==> src/rtl/snake_pattern_decoder.sv <==
// snake_pattern_decoder
//   Watches a 7-segment frame stream produced by the snake segment generators. It recovers the
//   snake position (0..7), the rotation direction and whether a direction lock is established.
//   Segment bit map: [0]=a [1]=b [2]=c [3]=d [4]=e [5]=f [6]=g.
//
// Parameters
//   LOCK_STEPS  consecutive same-direction adjacent steps needed to lock (1..15)
//   ERR_W       width of the saturating error counter
//
// Ports
//   i_clk        clock, rising edge
//   i_rst        synchronous reset, active high
//   i_valid      i_segment holds a new frame this cycle
//   i_segment    segment frame
//   o_count      last decoded snake index
//   o_dir        1 = clockwise (index +1 mod 8), 0 = counter-clockwise
//   o_locked     direction lock established
//   o_step       one-cycle pulse: an adjacent step was accepted
//   o_err        one-cycle pulse: illegal frame or broken sequence
//   o_err_count  saturating error tally
//
// Configuration
//   SNAKE_DEC_ERRCNT_EN  when defined, o_err_count counts o_err pulses and saturates at all ones.
//                        When undefined there is no counter and o_err_count is tied to 0.
module snake_pattern_decoder #(
  parameter int unsigned LOCK_STEPS = 4,
  parameter int unsigned ERR_W      = 8
) (
  input  logic             i_clk,
  input  logic             i_rst,
  input  logic             i_valid,
  input  logic [6:0]       i_segment,
  output logic [2:0]       o_count,
  output logic             o_dir,
  output logic             o_locked,
  output logic             o_step,
  output logic             o_err,
  output logic [ERR_W-1:0] o_err_count
);

  localparam logic [3:0] LockSteps = 4'(LOCK_STEPS);

  typedef enum logic [1:0] {StIdle, StAcq, StLock} state_e;

  state_e     state_q, state_d;
  logic [2:0] count_q, count_d;
  logic       dir_q, dir_d;
  logic       locked_q, locked_d;
  logic       step_q, step_d;
  logic       err_q, err_d;
  logic [3:0] run_q, run_d;

  logic       legal;
  logic [2:0] idx;
  logic [2:0] delta;
  logic       is_fwd, is_bwd, is_adj;

  // Frame decode: one segment pattern per snake position.
  always_comb begin
    legal = 1'b1;
    idx   = 3'd0;
    case (i_segment)
      7'h03:   idx = 3'd0;
      7'h42:   idx = 3'd1;
      7'h50:   idx = 3'd2;
      7'h18:   idx = 3'd3;
      7'h0C:   idx = 3'd4;
      7'h44:   idx = 3'd5;
      7'h60:   idx = 3'd6;
      7'h21:   idx = 3'd7;
      default: legal = 1'b0;
    endcase
  end

  // 3-bit wrap makes 7->0 a +1 step and 0->7 a -1 step.
  assign delta  = idx - count_q;
  assign is_fwd = (delta == 3'd1);
  assign is_bwd = (delta == 3'd7);
  assign is_adj = is_fwd | is_bwd;

  always_comb begin
    state_d  = state_q;
    count_d  = count_q;
    dir_d    = dir_q;
    locked_d = locked_q;
    run_d    = run_q;
    step_d   = 1'b0;
    err_d    = 1'b0;

    if (i_valid) begin
      unique case (state_q)
        StIdle: begin
          if (legal) begin
            count_d = idx;
            run_d   = 4'd0;
            state_d = StAcq;
          end else begin
            err_d = 1'b1;
          end
        end

        StAcq: begin
          if (!legal) begin
            err_d   = 1'b1;
            run_d   = 4'd0;
            state_d = StIdle;
          end else if (is_adj) begin
            count_d = idx;
            step_d  = 1'b1;
            dir_d   = is_fwd;
            // A direction change restarts the run at this step.
            if (run_q == 4'd0 || is_fwd == dir_q) begin
              run_d = run_q + 4'd1;
            end else begin
              run_d = 4'd1;
            end
            if (run_d >= LockSteps) begin
              locked_d = 1'b1;
              state_d  = StLock;
            end
          end else if (delta != 3'd0) begin
            err_d   = 1'b1;
            count_d = idx;
            run_d   = 4'd0;
          end
        end

        StLock: begin
          if (!legal) begin
            err_d    = 1'b1;
            locked_d = 1'b0;
            run_d    = 4'd0;
            state_d  = StIdle;
          end else if (delta == 3'd0) begin
            // Repeated frame: hold.
          end else if ((is_fwd && dir_q) || (is_bwd && !dir_q)) begin
            count_d = idx;
            step_d  = 1'b1;
          end else if (is_adj) begin
            // Reversal still counts as the first step of the new direction.
            err_d    = 1'b1;
            step_d   = 1'b1;
            locked_d = 1'b0;
            dir_d    = ~dir_q;
            count_d  = idx;
            run_d    = 4'd1;
            state_d  = StAcq;
          end else begin
            err_d    = 1'b1;
            locked_d = 1'b0;
            count_d  = idx;
            run_d    = 4'd0;
            state_d  = StAcq;
          end
        end

        default: state_d = StIdle;
      endcase
    end
  end

  always_ff @(posedge i_clk) begin
    if (i_rst) begin
      state_q  <= StIdle;
      count_q  <= 3'd0;
      dir_q    <= 1'b1;
      locked_q <= 1'b0;
      step_q   <= 1'b0;
      err_q    <= 1'b0;
      run_q    <= 4'd0;
    end else begin
      state_q  <= state_d;
      count_q  <= count_d;
      dir_q    <= dir_d;
      locked_q <= locked_d;
      step_q   <= step_d;
      err_q    <= err_d;
      run_q    <= run_d;
    end
  end

  assign o_count  = count_q;
  assign o_dir    = dir_q;
  assign o_locked = locked_q;
  assign o_step   = step_q;
  assign o_err    = err_q;

`ifdef SNAKE_DEC_ERRCNT_EN
  logic [ERR_W-1:0] err_cnt_q;

  always_ff @(posedge i_clk) begin
    if (i_rst) begin
      err_cnt_q <= '0;
    end else if (err_d && (err_cnt_q != {ERR_W{1'b1}})) begin
      err_cnt_q <= err_cnt_q + 1'b1;
    end
  end

  assign o_err_count = err_cnt_q;
`else
  assign o_err_count = '0;
`endif

endmodule

==> config.mk <==
export PLATFORM = sky130hd
export DESIGN_NAME = snake_pattern_decoder
export DESIGN_NICKNAME = d
export VERILOG_FILES = /design/src/rtl/snake_pattern_decoder.sv
export SDC_FILE = /design/constraint.sdc
export NUM_CORES = 1
export LEC_CHECK = 0
export BUFFER_PORTS_ARGS = -buffer_cell sky130_fd_sc_hd__clkbuf_2
export CELL_PAD_IN_SITES_DETAIL_PLACEMENT = 1
export CELL_PAD_IN_SITES_GLOBAL_PLACEMENT = 1
export CORE_MARGIN = 4
export CORE_UTILIZATION = 44
export CTS_CLUSTER_SIZE = 30
export DETAILED_ROUTE_END_ITERATION = 10
export GPL_TIMING_DRIVEN = 0
export PLACE_DENSITY_LB_ADDON = 0.1
export SYNTH_ARGS = -nofsm -noshare
export SYNTH_HDL_FRONTEND = slang
export SYNTH_SLANG_ARGS = --single-unit
==> constraint.sdc <==
create_clock -name i_clk -period 6.4 [get_ports i_clk]
set_clock_uncertainty 0.15 [all_clocks]
set_input_delay 0.64 -clock i_clk [delete_from_list [all_inputs] [get_ports i_clk]]
set_output_delay 0.64 -clock i_clk [all_outputs]
set_load 0.01 [all_outputs]
==> flow_summary.ini, run 1 <==
[status]
status = finished clean

[critical_path]
slowest_stage = a2111oi_4
crit_arrival_ns = 3.90
critPathTopFamily = compound AO/OA/AOI/OAI gates
cp-start-kind = input port
worst-path-max-fanout = 8
r2r_setup_slack_ns = 3.50
crit_chain = buf_2, nor2b_1, nand3b_1, a211oi_1, a21oi_1, nor2_1, a31oi_1, ha_1, fa_1, xnor2_1, o21ai_1, and4_1, a2111oi_4, or2_2, o311ai_0
required_ns = 6.40
cp-end-kind = flip-flop
crit_buf_inv = 1
slowest_delay_ns = 0.47
criticalPathCategory = input port to flip-flop

[run]
maxCapViolCount = 0

[logic_synthesis]
synth_edf_count = 0
synth_area_leaders = dfxtp_1, ha_1, buf_4
netlist_instances = 170
synth-async-reset-ratio_pct = 0
yosysSeqAreaShare_pct = 19.1
synth_cell_types = 58
synth.top_cell.area_share_pct = 19.1
yosys.area.top_type = dfxtp_1
yosysWarnings = 0
syn_avg_cell_area_um2 = 8.02
synth_seq_cells = 13
ys.flop_type = dfxtp_1
syn-cell-area_mm2 = 0.00136

[cts]
post-cts-setup-buffers = 0
clockBufferDepth = 2
cts_sinks = 13
cts_htree_levels = 1
cts_resized = 0
cts_tree = built
root_buffer = clkbuf_4
cts_buffers = 3
hold_buffers = 0
clock_latency_ns = 0.29
path_clk_slew_ns = 0.09

[routing]
vias = 1386
wl_per_cell_um = 17.0
drc = 0
drtIter0Drc = 141
vias_per_cell = 6.13
drtPass1Iterations = 4
drt_wl_total_um = 3850
drtAntennaViolNets = 0

[sta]
period_share_pct = 60.9
setup_violations = 0
period_needed_ns = 3.90
hold_violations = 0
clock.fmax_mhz = 256
report.final.slew_viol_count = 0
tns_ns = 0
relSlewSlack_pct = 56.7
rsz0062_at_grt = false
tightest_slew_ns = 0.644
fin_ws_ns = 2.50

[layout]
areaGrowthSynthToFinish_pct = 11.8
final_cell_mix = nor2_1, clkbuf_2, dfxtp_1
layout-drive-gt1-share_pct = 20.5
antennaDiodeCount = 0
mostFrequentLayoutCell = nor2_1
finalNetCount = 214

[floorplan]
die-area_mm2 = 0.00405
ios = 25
die_h_um = 63.7
start_util_pct = 47.8
die_w_um = 63.7
core_area_mm2 = 0.00285
floorplan.rows = 19

[global_routing]
antenna_found_initial = 0
grt_max_degree = 11
grt_pass1_vias = 1412
overflow = 0
gr-usage-all-layers_pct = 20.2
grt_pass1_wl_um = 6650

[place]
place_congestion = 0.879
post-place-ws_ns = 2.21
place_hpwl_um = 3030
portBuffers = 14

[min_path]
hold_class = flip-flop to flip-flop

[pwr]
power.density_mw_per_mm2 = 130
vdd_ir_drop_max_mv = 0.0787
cellLeakagePower_nw = 0.628
-- layout make-up --
type                       instances  area (um^2)
buffer                            15          103
multi-input combinational        140          992
tap                               31         38.8
inverter                           9         33.8
sequential                        13          260
clock buffer                       4         26.3
timing repair buffer              14         70.1
fill                             377         1330
-- cells by family (layout without fill, tap and decap cells) --
family                   Yosys count  count (layout)  synth area share (%)
flip-flops                        13              13                  19.1
XOR/XNOR                           5               5                  4.22
AND/OR/NAND/NOR                   75              75                  32.3
buffers and inverters             24              42                  10.0
other                              1               8                 0.275
AO/OA/AOI/OAI                     41              41                  23.9
adder cells (fa/ha/maj)            8               8                  7.90
multiplexers                       3               3                  2.30
-- metrics by stage --
step | std cells | util [%] | power [mW] | cell area (um^2) | hold WS, ns
2_1_floorplan | 177 | - | 0.128 | 1390 | 0.340
3_3_place_gp | 222 | 52.5 | 0.141 | 1500 | 0.353
3_5_place_dp | 222 | 52.5 | 0.144 | 1500 | 0.368
4_1_cts | 226 | 53.4 | 0.200 | 1520 | 0.379
5_1_grt | 226 | 53.4 | 0.211 | 1520 | 0.421
6_report | 226 | 53.4 | 0.197 | 1520 | 0.368
-- per-layer routing --
metal  part of all wire [%]  vias up  GRT usage [%]  routed length (um)
met5                      0        -              0                   0
met4                   0.99        0           7.82                  38
met3                    3.5        5           2.84                 135
met2                     49       46           33.1                1900
met1                     46      666           26.4                1780
li1                       -      669              -                   -
-- worst reg2reg max path, delay by kind of cell (launching register included) --
family | cells | cell delay [ns]
XOR/XNOR | 1 | 0.32
AO/OA/AOI/OAI | 3 | 0.84
adder cells (fa/ha/maj) | 2 | 0.61
AND/OR/NAND/NOR | 2 | 0.51
flip-flops | 1 | 0.34
-- final timing paths --
path	start	endpoint	cells past startpoint
hold / removal	o_count[1]$_SDFFE_PP0P_	o_count[1]$_SDFFE_PP0P_	2
setup / recovery	i_segment[3]	run_q[3]$_SDFFE_PP0P_	15
hold reg to reg	o_count[1]$_SDFFE_PP0P_	o_count[1]$_SDFFE_PP0P_	2
setup reg to reg	o_count[0]$_SDFFE_PP0P_	run_q[3]$_SDFFE_PP0P_	8
-- report_power, final --
group | switching (mW) | internal, mW | leakage, nW
Clock | 0.0306 | 0.0243 | 0.0150
Combinational | 0.0343 | 0.0245 | 0.507
Sequential | 0.00126 | 0.0825 | 0.105
-- state kept, by name, indices dropped and copies added, names as in the netlist --
signal,flops
o_err,1
run_q,4
o_dir,1
o_step,1
state_q,2
o_locked,1
o_count,3
-- Yosys cell counts (2+ instances only) --
| master | n |
|---|---|
| nor2_1 | 15 |
| buf_4 | 8 |
| a311oi_1 | 2 |
| nand2b_1 | 5 |
| a21oi_1 | 5 |
| nor3b_1 | 2 |
| o21ai_1 | 2 |
| dfxtp_1 | 13 |
| a31oi_1 | 3 |
| and4_1 | 2 |
| nor3_1 | 6 |
| ha_1 | 7 |
| nor4_1 | 3 |
| or2_2 | 4 |
| o2111ai_1 | 5 |
| nor2b_1 | 6 |
| nand4_1 | 2 |
| o21a_1 | 2 |
| xor2_1 | 2 |
| o21ai_0 | 5 |
| nand3b_1 | 3 |
| mux2i_1 | 2 |
| buf_6 | 2 |
| a211oi_1 | 5 |
| clkbuf_1 | 4 |
| and3_1 | 2 |
| nand2_1 | 6 |
| inv_1 | 9 |
| nand3_1 | 8 |
| xnor2_1 | 2 |
Note: power is estimated with default switching activity, not from simulation.
==> inputs of run 2 (changes only) <==
Settings changed: CORE_UTILIZATION 44 to 37.
Clock period 6.4 ns to 3.21 ns, I/O delays scaled along.
==> flow_summary.ini, run 2 (synthesis results as in run 1) <==
[run]
maxCapViolCount = 0

[routing]
drtPass1Iterations = 4
drt_wl_total_um = 4220
drtIter0Drc = 73
drtAntennaViolNets = 0
drc = 0
wl_per_cell_um = 16.6
vias_per_cell = 5.74
vias = 1459

[place]
post-place-ws_ns = -0.531
dpl_cell_area_mm2 = 0.00155
place_hpwl_um = 3010
portBuffers = 14
place_congestion = 0.854

[layout]
finalNetCount = 227
layout-drive-gt1-share_pct = 36.5
multi_input_area_mm2 = 0.00113
areaGrowthSynthToFinish_pct = 34.3
top_register = run_q
register_area_um2 = 260
mostFrequentLayoutCell = buf_4
largest_reg_flops = 4
fin_area_mm2 = 0.00183
antennaDiodeCount = 0
final_cell_mix = buf_4, nor2_1, dfxtp_1
fillers = 412

[floorplan]
floorplan.rows = 21
die-area_mm2 = 0.00472
die_h_um = 68.7
die_w_um = 68.7
ios = 25
core_area_mm2 = 0.00344
start_util_pct = 39.6

[critical_path]
crit_arrival_ns = 3.23
cp-start-kind = input port
crit_chain = buf_8, nor2b_4, nand3b_1, a211oi_2, a21oi_2, nor2_1, a31oi_2, ha_2, fa_2, xnor2_4, or3_4, and2_4, or4_4, a41oi_2, a211o_1
required_ns = 3.25
cp-end-kind = flip-flop
slowest_delay_ns = 0.44
criticalPathCategory = input port to flip-flop
slowest_stage = or4_4
worst-path-max-fanout = 6

[cts]
cts_sinks = 13
cts_tree = built
clock_latency_ns = 0.25
cts_htree_levels = 1
clockBufferDepth = 2
root_buffer = clkbuf_8
cts_buffers = 3
path_clk_slew_ns = 0.06

[pwr]
p_sw_share_pct = 31.5
p_int_uw = 323
power.density_mw_per_mm2 = 258
vdd_ir_drop_max_mv = 0.123
cellLeakagePower_nw = 0.723
power.switching_uw = 149
clockPowerShare_pct = 32.4
p_seq_share_pct = 35.6
p_comb_share_pct = 31.9

[sta]
setup_violations = 0
relSlewSlack_pct = 62.7
period_share_pct = 99.3
tightest_slew_ns = 0.560
period_needed_ns = 3.19
report.final.slew_viol_count = 0
rsz0062_at_grt = true
fin_ws_ns = 0.0231
tns_ns = 0
clock.fmax_mhz = 314
hold_violations = 0

[min_path]
hold_class = input port to flip-flop

[global_routing]
overflow = 0
gr-usage-all-layers_pct = 20.1
antenna_found_initial = 0
grt_max_degree = 11
grt_pass1_vias = 1432
grt_pass1_wl_um = 7130

[status]
status = finished clean
-- run 2: cell types whose count changed in the layout (fill, tap and decap cells not counted), sizes merged --
cell    delta
buf       +17
clkbuf     -4
-- run 2: layout make-up --
type / instances / share of cell area, %
buffer: 14 / 6.22
clock buffer: 4 / 2.46
tap: 46 / 3.14
inverter: 9 / 1.85
timing repair buffer: 28 / 10.5
sequential: 13 / 14.2
multi-input combinational: 140 / 61.7
-- run 2: path summary, 6_finish.rpt --
kind                                           endpoint                     from  slack, ns  cells past startpoint
worst max register to register    o_locked$_SDFFE_PP0P_  o_count[0]$_SDFFE_PP0P_       0.60                      8
worst min-delay path                  o_step$_SDFF_PP0_                  i_valid       0.28                      2
worst min register to register  o_count[1]$_SDFFE_PP0P_  o_count[1]$_SDFFE_PP0P_       0.38                      2
worst max-delay path              o_locked$_SDFFE_PP0P_             i_segment[5]       0.02                     15
-- run 2: worst max-delay path: cells and delay by family --
kind | cells | cell delay (ns)
AO/OA/AOI/OAI | 5 | 0.68
XOR/XNOR | 1 | 0.15
adder cells (fa/ha/maj) | 2 | 0.57
buffers and inverters | 1 | 0.09
AND/OR/NAND/NOR | 6 | 1.41
-- run 2: power groups by stage --
stage          Sequential (mW)  Clock, mW  Combinational, mW
6_report                 0.168      0.153              0.151
5_1_grt                  0.168      0.165              0.163
4_1_cts                  0.167      0.157              0.134
3_5_place_dp             0.171          0              0.120
3_3_place_gp             0.171          0              0.117
2_1_floorplan            0.172          0             0.0878
-- run 2: per-layer routing --
metal	global-route usage, %	share of wire (%)	up-vias	wire [um]
li1	-	-	703	-
met1	28.7	49	699	2060
met2	30.5	45	46	1920
met3	4.05	4.4	11	186
met4	4.96	1.3	0	53
met5	0	0	-	0
-- run 2: metrics by stage --
step | hold slack [ns] | instances | util, % | power [mW]
after detailed placement | 0.373 | 237 | 45.0 | 0.291
final | 0.282 | 254 | 53.2 | 0.472
after CTS | 0.262 | 249 | 50.6 | 0.458
after global placement | 0.358 | 237 | 45.0 | 0.288
after floorplan | 0.293 | 177 | - | 0.260
after global routing | 0.298 | 254 | 53.2 | 0.497
-- run 2: timing repair --
action | in CTS | in global routing
pin swaps | 16 | 15
hold endpoints to repair | 0 | 0
buffers inserted | 9 | 5
hold buffers | 0 | 0
gates resized for setup | 20 | 18
setup endpoints to repair | 8 | 11
==> inputs of run 3 (changes only) <==
Settings changed: PLACE_DENSITY_LB_ADDON 0.1 to 0.15.
==> flow_summary.ini, run 3 (synthesis results as in run 1) <==
[status]
status = finished clean

[critical_path]
cp-start-kind = input port
critPathTopFamily = compound AO/OA/AOI/OAI gates
slowest_delay_ns = 0.47
crit_arrival_ns = 3.15
cp-end-kind = flip-flop
crit_buf_inv = 2
required_ns = 3.20
criticalPathCategory = input port to flip-flop
slowest_stage = fa_2
worst-path-max-fanout = 8
crit_chain = buf_12, nor2b_4, nand3b_1, a211oi_2, a21oi_1, nor2_1, a31oi_2, ha_2, fa_2, buf_4, nor3b_2, o21ai_0, o2111a_2, o21ai_2, mux2_4

[sta]
report.final.slew_viol_count = 0
clock.fmax_mhz = 316
setup_violations = 0
tightest_slew_ns = 0.680
fin_hold_ws_ns = 0.303
period_share_pct = 98.5
tns_ns = 0
period_needed_ns = 3.16
rsz0062_at_grt = true
relSlewSlack_pct = 54.3
hold_violations = 0

[layout]
antennaDiodeCount = 0
largest_reg_flops = 4
fillers = 429
final_cell_mix = buf_4, nor2_1, dfxtp_1
fin_cells = 255
fin_area_mm2 = 0.00184
layout-drive-gt1-share_pct = 37.3
top_register = run_q
areaGrowthSynthToFinish_pct = 35.4
mostFrequentLayoutCell = buf_4
finalNetCount = 228

[floorplan]
core_area_mm2 = 0.00344
start_util_pct = 39.6
die-area_mm2 = 0.00472
floorplan.rows = 21
die_h_um = 68.7
ios = 25
die_w_um = 68.7

[global_routing]
grt_max_degree = 11
overflow = 0
gr-usage-all-layers_pct = 20.0
grt_pass1_wl_um = 7070
antenna_found_initial = 0
grt_pass1_vias = 1429

[min_path]
hold_class = input port to flip-flop

[place]
dpl_cell_area_mm2 = 0.00155
post-place-cells = 237
place_hpwl_um = 3180
place_congestion = 0.808
portBuffers = 14

[cts]
clockBufferDepth = 2
path_clk_slew_ns = 0.06
cts_buffers = 3
cts_htree_levels = 1
cts_tree = built
hold_buffers = 0
cts_sinks = 13
clock_latency_ns = 0.25
root_buffer = clkbuf_8

[routing]
wl_per_cell_um = 17.4
drtPass1Iterations = 4
drt_wl_total_um = 4450
drc = 0
drtIter0Drc = 70
vias = 1463
vias_per_cell = 5.74
drtAntennaViolNets = 0

[run]
maxCapViolCount = 0

[pwr]
power.density_mw_per_mm2 = 257
total_power_uw = 474
vdd_ir_drop_max_mv = 0.152
cellLeakagePower_nw = 0.729
## run 3: cell types whose count changed in the layout (fill, tap and decap cells not counted), sizes merged
cell | previous run | this run
clkinv | 0 | 1
## run 3: through the flow
stage / worst slack [ns] / utilization [%]
2_1_floorplan: -0.133 / -
3_3_place_gp: -0.463 / 45.0
3_5_place_dp: -0.618 / 45.0
4_1_cts: -0.0398 / 50.1
5_1_grt: -0.0426 / 53.6
6_report: 0.0489 / 53.6
## run 3: area by class of cell
type	count	area (um^2)	area share, %
Buffer	14	114	6.17
Clock buffer	3	41.3	2.24
Inverter	9	33.8	1.83
Sequential cell	13	260	14.1
Tap cell	46	57.6	3.12
Clock inverter	1	5.00	0.271
Multi-Input combinational cell	140	1130	61.3
Timing Repair Buffer	29	201	10.9
## run 3: metal layers
metal | share of wire [%] | vias to the layer above | global-route usage [%]
li1 | - | 705 | -
met1 | 44 | 697 | 26.1
met2 | 49 | 49 | 33.5
met3 | 4.9 | 12 | 4.70
met4 | 2.1 | 0 | 3.72
met5 | 0 | - | 0
## run 3: worst paths after layout
check                           cells past startpoint                    start                 endpoint  slack (ns)
worst max register to register                      8  o_count[0]$_SDFFE_PP0P_  state_q[0]$_SDFFE_PP0P_        0.56
worst max-delay path                               15             i_segment[3]  state_q[0]$_SDFFE_PP0P_        0.05
worst min-delay path                                2                  i_valid        o_step$_SDFF_PP0_        0.30
worst min register to register                      2  o_count[1]$_SDFFE_PP0P_  o_count[1]$_SDFFE_PP0P_        0.38
## run 3: power breakdown
group          total [mW]  switching, mW  internal (mW)
combinational       0.157         0.0826         0.0739
clock               0.150         0.0636         0.0859
sequential          0.168        0.00270          0.165
total               0.474          0.149          0.325
## run 3: worst reg2reg max path, delay by kind of cell, from the launching register on
| family | cells | cell delay, ns |
|---|---|---|
| adders and majority gates | 2 | 0.67 |
| AOI/OAI and AO/OA | 3 | 0.61 |
| DFF | 1 | 0.37 |
| muxes | 1 | 0.31 |
| and+or+nand+nor | 1 | 0.26 |
| buffers and inverters | 1 | 0.16 |
## run 3: what timing repair did
| item | in CTS | in global routing |
|---|---|---|
| pin swaps | 15 | 15 |
| resized for setup | 17 | 22 |
| endpoints found under the hold margin | 0 | 0 |
| setup endpoints to repair | 8 | 8 |
| buffers inserted | 9 | 6 |
